**config.mk**
```make
export PLATFORM = sky130hd
export DESIGN_NAME = clap_detector
export DESIGN_NICKNAME = d
export VERILOG_FILES = /design/src/rtl/clap_detector.sv
export SDC_FILE = /design/constraint.sdc
export NUM_CORES = 1
export LEC_CHECK = 0
export BUFFER_PORTS_ARGS = -buffer_cell sky130_fd_sc_hd__buf_2
export CORE_ASPECT_RATIO = 0.7
export CORE_UTILIZATION = 35
export DETAILED_ROUTE_END_ITERATION = 7
export PLACE_DENSITY = 0.51
export SYNTH_ARGS = -nofsm -noshare
export SYNTH_HDL_FRONTEND = slang
export SYNTH_SLANG_ARGS = --single-unit
```
**constraint.sdc**
```tcl
create_clock -name clock -period 2.9 [get_ports clock]
set_input_delay 0.58 -clock clock [delete_from_list [all_inputs] [get_ports clock]]
set_output_delay 0.58 -clock clock [all_outputs]
set_load 0.01 [all_outputs]
```
**src/rtl/clap_detector.sv**
```systemverilog
// Double-clap detector: magnitude/threshold on AXI-Stream ADC samples, then a
// clap-gap-clap sequencer toggling the light. Optional debug ports: CLAP_DETECTOR_DEBUG_EN.
module clap_detector #(
  parameter int unsigned SAMPLE_WIDTH    = 16,
  parameter int unsigned DATA_WIDTH      = 12,
  parameter int unsigned MIDPOINT        = 2048,
  parameter int unsigned THRESHOLD       = 1024,
  parameter int unsigned HOLDOFF_SAMPLES = 2000,
  parameter int unsigned WINDOW_SAMPLES  = 16000
) (
  input  logic                    clock,
  input  logic                    reset,
  input  logic                    axis_slave_valid,
  output logic                    axis_slave_ready,
  input  logic [SAMPLE_WIDTH-1:0] axis_slave_data,
  output logic                    clap_pulse,
  output logic                    light
`ifdef CLAP_DETECTOR_DEBUG_EN
  ,
  output logic [1:0]              debug_state,
  output logic [DATA_WIDTH-1:0]   debug_peak
`endif
);

  function automatic int unsigned clogb2(input int unsigned value);
    int unsigned v;
    int unsigned r;
    v = value - 1;
    r = 0;
    while (v > 0) begin
      r = r + 1;
      v = v >> 1;
    end
    return (r == 0) ? 1 : r;
  endfunction

  localparam int unsigned CNT_W = clogb2(WINDOW_SAMPLES + 1);

  localparam logic [DATA_WIDTH-1:0] MID_C      = DATA_WIDTH'(MIDPOINT);
  localparam logic [DATA_WIDTH-1:0] THR_C      = DATA_WIDTH'(THRESHOLD);
  localparam logic [CNT_W-1:0]      HOLD_END_C = CNT_W'(HOLDOFF_SAMPLES - 1);
  localparam logic [CNT_W-1:0]      WIN_END_C  = CNT_W'(WINDOW_SAMPLES - 1);

  typedef enum logic [1:0] {
    WAIT_FIRST  = 2'd0,
    HOLDOFF1    = 2'd1,
    WAIT_SECOND = 2'd2,
    HOLDOFF2    = 2'd3
  } state_e;

  logic                  ready_q;
  logic                  s1_valid_q;
  logic [DATA_WIDTH-1:0] mag_q;
  logic                  loud_q;
  state_e                state_q, state_d;
  logic [CNT_W-1:0]      cnt_q, cnt_d;
  logic                  pulse_q, pulse_d;
  logic                  light_q, light_d;

  logic                  accept;
  logic [DATA_WIDTH-1:0] sample;
  logic [DATA_WIDTH-1:0] mag_d;
  logic [CNT_W-1:0]      cnt_inc;

  // Upper stream bits carry no data.
  if (SAMPLE_WIDTH > DATA_WIDTH) begin : g_unused_hi
    logic unused_hi;
    assign unused_hi = ^axis_slave_data[SAMPLE_WIDTH-1:DATA_WIDTH];
  end

  assign accept  = axis_slave_valid && ready_q;
  assign sample  = axis_slave_data[DATA_WIDTH-1:0];
  assign mag_d   = (sample >= MID_C) ? (sample - MID_C) : (MID_C - sample);
  assign cnt_inc = cnt_q + CNT_W'(1);

  // Stage 1: capture magnitude and loudness of the accepted sample.
  always_ff @(posedge clock) begin
    if (reset) begin
      ready_q    <= 1'b0;
      s1_valid_q <= 1'b0;
      mag_q      <= '0;
      loud_q     <= 1'b0;
    end else begin
      ready_q    <= 1'b1;
      s1_valid_q <= accept;
      if (accept) begin
        mag_q  <= mag_d;
        loud_q <= (mag_d >= THR_C);
      end
    end
  end

  // Stage 2: sequencer state, counter and registered outputs.
  always_ff @(posedge clock) begin
    if (reset) begin
      state_q <= WAIT_FIRST;
      cnt_q   <= '0;
      pulse_q <= 1'b0;
      light_q <= 1'b0;
    end else begin
      state_q <= state_d;
      cnt_q   <= cnt_d;
      pulse_q <= pulse_d;
      light_q <= light_d;
    end
  end

  // The counter tracks the index of the current sample relative to the last clap.
  always_comb begin
    state_d = state_q;
    cnt_d   = cnt_q;
    pulse_d = 1'b0;
    light_d = light_q;
    if (s1_valid_q) begin
      case (state_q)
        WAIT_FIRST: begin
          if (loud_q) begin
            pulse_d = 1'b1;
            cnt_d   = '0;
            state_d = HOLDOFF1;
          end
        end
        HOLDOFF1: begin
          cnt_d = cnt_inc;
          if (cnt_inc == HOLD_END_C) begin
            state_d = WAIT_SECOND;
          end
        end
        WAIT_SECOND: begin
          if (loud_q) begin
            pulse_d = 1'b1;
            light_d = ~light_q;
            cnt_d   = '0;
            state_d = HOLDOFF2;
          end else if (cnt_inc == WIN_END_C) begin
            cnt_d   = '0;
            state_d = WAIT_FIRST;
          end else begin
            cnt_d = cnt_inc;
          end
        end
        HOLDOFF2: begin
          if (cnt_inc == HOLD_END_C) begin
            cnt_d   = '0;
            state_d = WAIT_FIRST;
          end else begin
            cnt_d = cnt_inc;
          end
        end
        default: begin
          cnt_d   = '0;
          state_d = WAIT_FIRST;
        end
      endcase
    end
  end

  assign axis_slave_ready = ready_q;
  assign clap_pulse       = pulse_q;
  assign light            = light_q;

`ifdef CLAP_DETECTOR_DEBUG_EN
  logic [DATA_WIDTH-1:0] peak_q;

  // Running maximum magnitude since reset.
  always_ff @(posedge clock) begin
    if (reset) begin
      peak_q <= '0;
    end else if (s1_valid_q && (mag_q > peak_q)) begin
      peak_q <= mag_q;
    end
  end

  assign debug_state = state_q;
  assign debug_peak  = peak_q;
`endif

endmodule

```
==> flow_summary.yaml <==
placement:
  port_buffers: 17
  gp_congestion: 0.847
  place_hpwl_mm: 2.89
  dp_worst_setup_slack_ns: 0.330
global_routing:
  track_usage_pct: 19.0
  grt_overflow_total: 0
  grt_pass1_vias: 1407
  grt_antenna_before_repair: 0
  grt_start_max_net_pins: 14
  grt_pass1_wl_mm: 6.77
clocking:
  hold_buffers: 0
  clockBufferDepth: 2
  cts_max_level: 1
  clk_pin_slew_ns: 0.08
  cts_made_buffers: 3
  cts_sinks: 21
  cts_resized: 0
  cts_tree: "built"
  root_buffer: "clkbuf_8"
  cts_setup_buffers: 0
  clkLatencyLatePin_ns: 0.26
floorplanning:
  die-width_um: 81.7
  placementRows: 19
  initial_core_util_pct: 38.1
  core_um2: 4090
  pin_count: 22
  die_h_um: 57.8
  fp.dieArea_um2: 4720
route:
  drc_errors: 0
  vias: 1439
  drtIter0Drc: 135
  via_per_inst: 5.69
  drt-wirelength-per-cell_um: 15.5
  drt_wl_total_mm: 3.92
  postRouteAntennaNets: 0
  first_pass_iters: 4
worst_hold_path:
  hp-class: "flop to flop"
  min_from: "axis_slave_ready"
yosys:
  synth_seq_cells: 21
  ys_seq_area_share_pct: 27.0
  synth.net_count: 211
  synth_edf_count: 0
  synth-main-ff-cell: "dfxtp_1"
  syn_area_um2: 1560
  synthArstFlopShare_pct: 0
  syn_area_per_cell_um2: 8.19
  synth.distinct_cells: 61
  yosys_warnings: 0
  syn_inst: 190
power_and_ir_drop:
  vdd_ir_drop_max_mv: 0.129
  p_sw_w: 0.000121
  cellLeakagePower_nw: 0.646
  switching_share_pct: 23.2
  power_frac_clock_pct: 38.4
  powerDensity_nw_per_um2: 306
  power.internal_w: 0.000400
  power_frac_comb_pct: 5.3
  pwr-share-seq_pct: 56.3
setup_path:
  cp-startpoint: "cnt_q[3]"
  critPathMaxFanout: 13
  cp-end-kind: "flop"
  crit_arrival_ns: 2.76
  worstSetupPathType: "flop to flop"
  critical_path_required_ns: 3.06
  r2r-start: "cnt_q[3]"
  start_kind: "flop"
finish:
  nFillCells: 436
  nets: 223
  drive_gt1_share_pct: 19.9
  diodes: 0
  syn_to_final_growth_pct: 9.24
timing:
  fin_crit_ns: 2.60
  rsz0062_at_grt: "no"
  hold_viol_final: 0
  layout_setup_ws_ns: 0.303
  fmax_mhz: 385
  finalClockSkew_ns: 0.00255
  relSlewSlack_pct: 63.4
  finalMaxSlewViolations: 0
  fin_hold_ws_ns: 0.511
  setup_tns_ns: 0
  finalCritPeriodShare_pct: 89.5
  worstMarginPinSlew_ns: 0.543
  finalSetupViolCount: 0
status:
  status: "finished clean"
job:
  cap_viol_max_count: 0
cells in the mapped netlist, types with 4 or more instances:
master	n	area (um^2)
nand2_1	23	86.3
a21o_1	5	37.5
buf_2	7	35.0
a21oi_1	7	35.0
nor2_1	13	48.8
nand3_1	7	35.0
dfxtp_1	21	420
a221oi_1	5	43.8
xnor2_1	4	35.0
or3_1	5	31.3
nand2b_1	5	31.3
a211o_1	4	35.0
inv_1	7	26.3
o21ai_0	6	30.0
critical path, cell delays in order (launching register included):
cell,delay (ns)
dfxtp_1,0.52
nand3_2,0.25
or3_1,0.40
a221oi_2,0.30
and4_4,0.28
a31o_4,0.27
a21oi_1,0.13
a221o_1,0.34
power by group through the flow:
stage	clock (W)	combinational (W)	sequential [W]
2_1_floorplan	0	0.0000131	0.000299
3_3_place_gp	0	0.0000274	0.000299
3_5_place_dp	0	0.0000280	0.000300
4_1_cts	0.000208	0.0000281	0.000293
5_1_grt	0.000218	0.0000309	0.000294
6_report	0.000200	0.0000276	0.000293
layout by cell type (no fill, tap or decap), drive strengths merged, types with 2 or more instances in the layout:
cell,Yosys,routed
nor2b,2,2
o21ai,6,6
o31ai,2,2
and2,2,2
xnor2,4,4
a211o,4,4
a211oi,3,3
nor3,3,3
nand2,24,24
a21oi,8,8
or3,6,6
ha,2,2
clkbuf,3,4
a221oi,6,6
a22o,2,2
nand4,4,4
xor2,2,2
nor2,14,14
nand3b,2,2
and4,2,2
nand2b,5,5
a21o,5,5
a31oi,2,2
a22oi,2,2
nand3,9,9
nor4,4,4
o32ai,2,2
mux2i,3,3
dfxtp,21,21
buf,12,22
inv,7,7
layout make-up:
| cell class | count | area [um^2] | area share, % |
|---|---|---|---|
| sequential | 21 | 420 | 24.7 |
| timing repair buffer | 22 | 123 | 7.21 |
| tap | 52 | 65.1 | 3.83 |
| inverter | 7 | 26.3 | 1.55 |
| multi-input combinational | 147 | 1020 | 60.0 |
| clock buffer | 4 | 45.0 | 2.65 |
flip-flops by register name, summed over array words and instances (netlist names):
signal	flops
axis_slave_ready	1
clap_pulse	1
cnt_q	14
light	1
loud_q	1
s1_valid_q	1
state_q	2
layer usage:
| layer | up-vias | routed length, um | share of wire [%] | track usage (%) |
|---|---|---|---|---|
| li1 | 724 | - | - | - |
| met1 | 670 | 1920 | 49 | 28.3 |
| met2 | 41 | 1680 | 43 | 26.7 |
| met3 | 4 | 281 | 7.2 | 4.25 |
| met4 | 0 | 40 | 1.0 | 6.27 |
| met5 | - | 0 | 0 | 0 |
cell families (layout without fill, tap and decap cells):
family / Yosys count / count (layout) / share of synthesized area (%)
and+or+nand+nor: 84 / 84 / 32.2
AOI/OAI and AO/OA: 52 / 52 / 26.5
buffers and inverters: 22 / 33 / 7.40
DFF: 21 / 21 / 27.0
xor gates and xnor gates: 6 / 6 / 3.38
muxes: 3 / 3 / 1.93
adders and majority gates: 2 / 2 / 1.61
metrics by stage:
step	instance area, um^2	instances	util (%)	power [W]
after floorplan	1560	190	-	0.000313
after global placement	1660	249	40.5	0.000327
after detailed placement	1660	249	40.5	0.000328
after CTS	1700	253	41.6	0.000530
after global routing	1700	253	41.6	0.000542
final	1700	253	41.6	0.000520
worst paths after layout:
| check | endpoint | slack [ns] | cells after the start |
|---|---|---|---|
| worst max-delay path | cnt_q[5] | 0.30 | 7 |
| worst min-delay path | s1_valid_q | 0.51 | 2 |
| worst max register to register | cnt_q[5] | 0.30 | 7 |
| worst min register to register | s1_valid_q | 0.51 | 2 |
No activity file was read; power rests on OpenSTA's default activity.
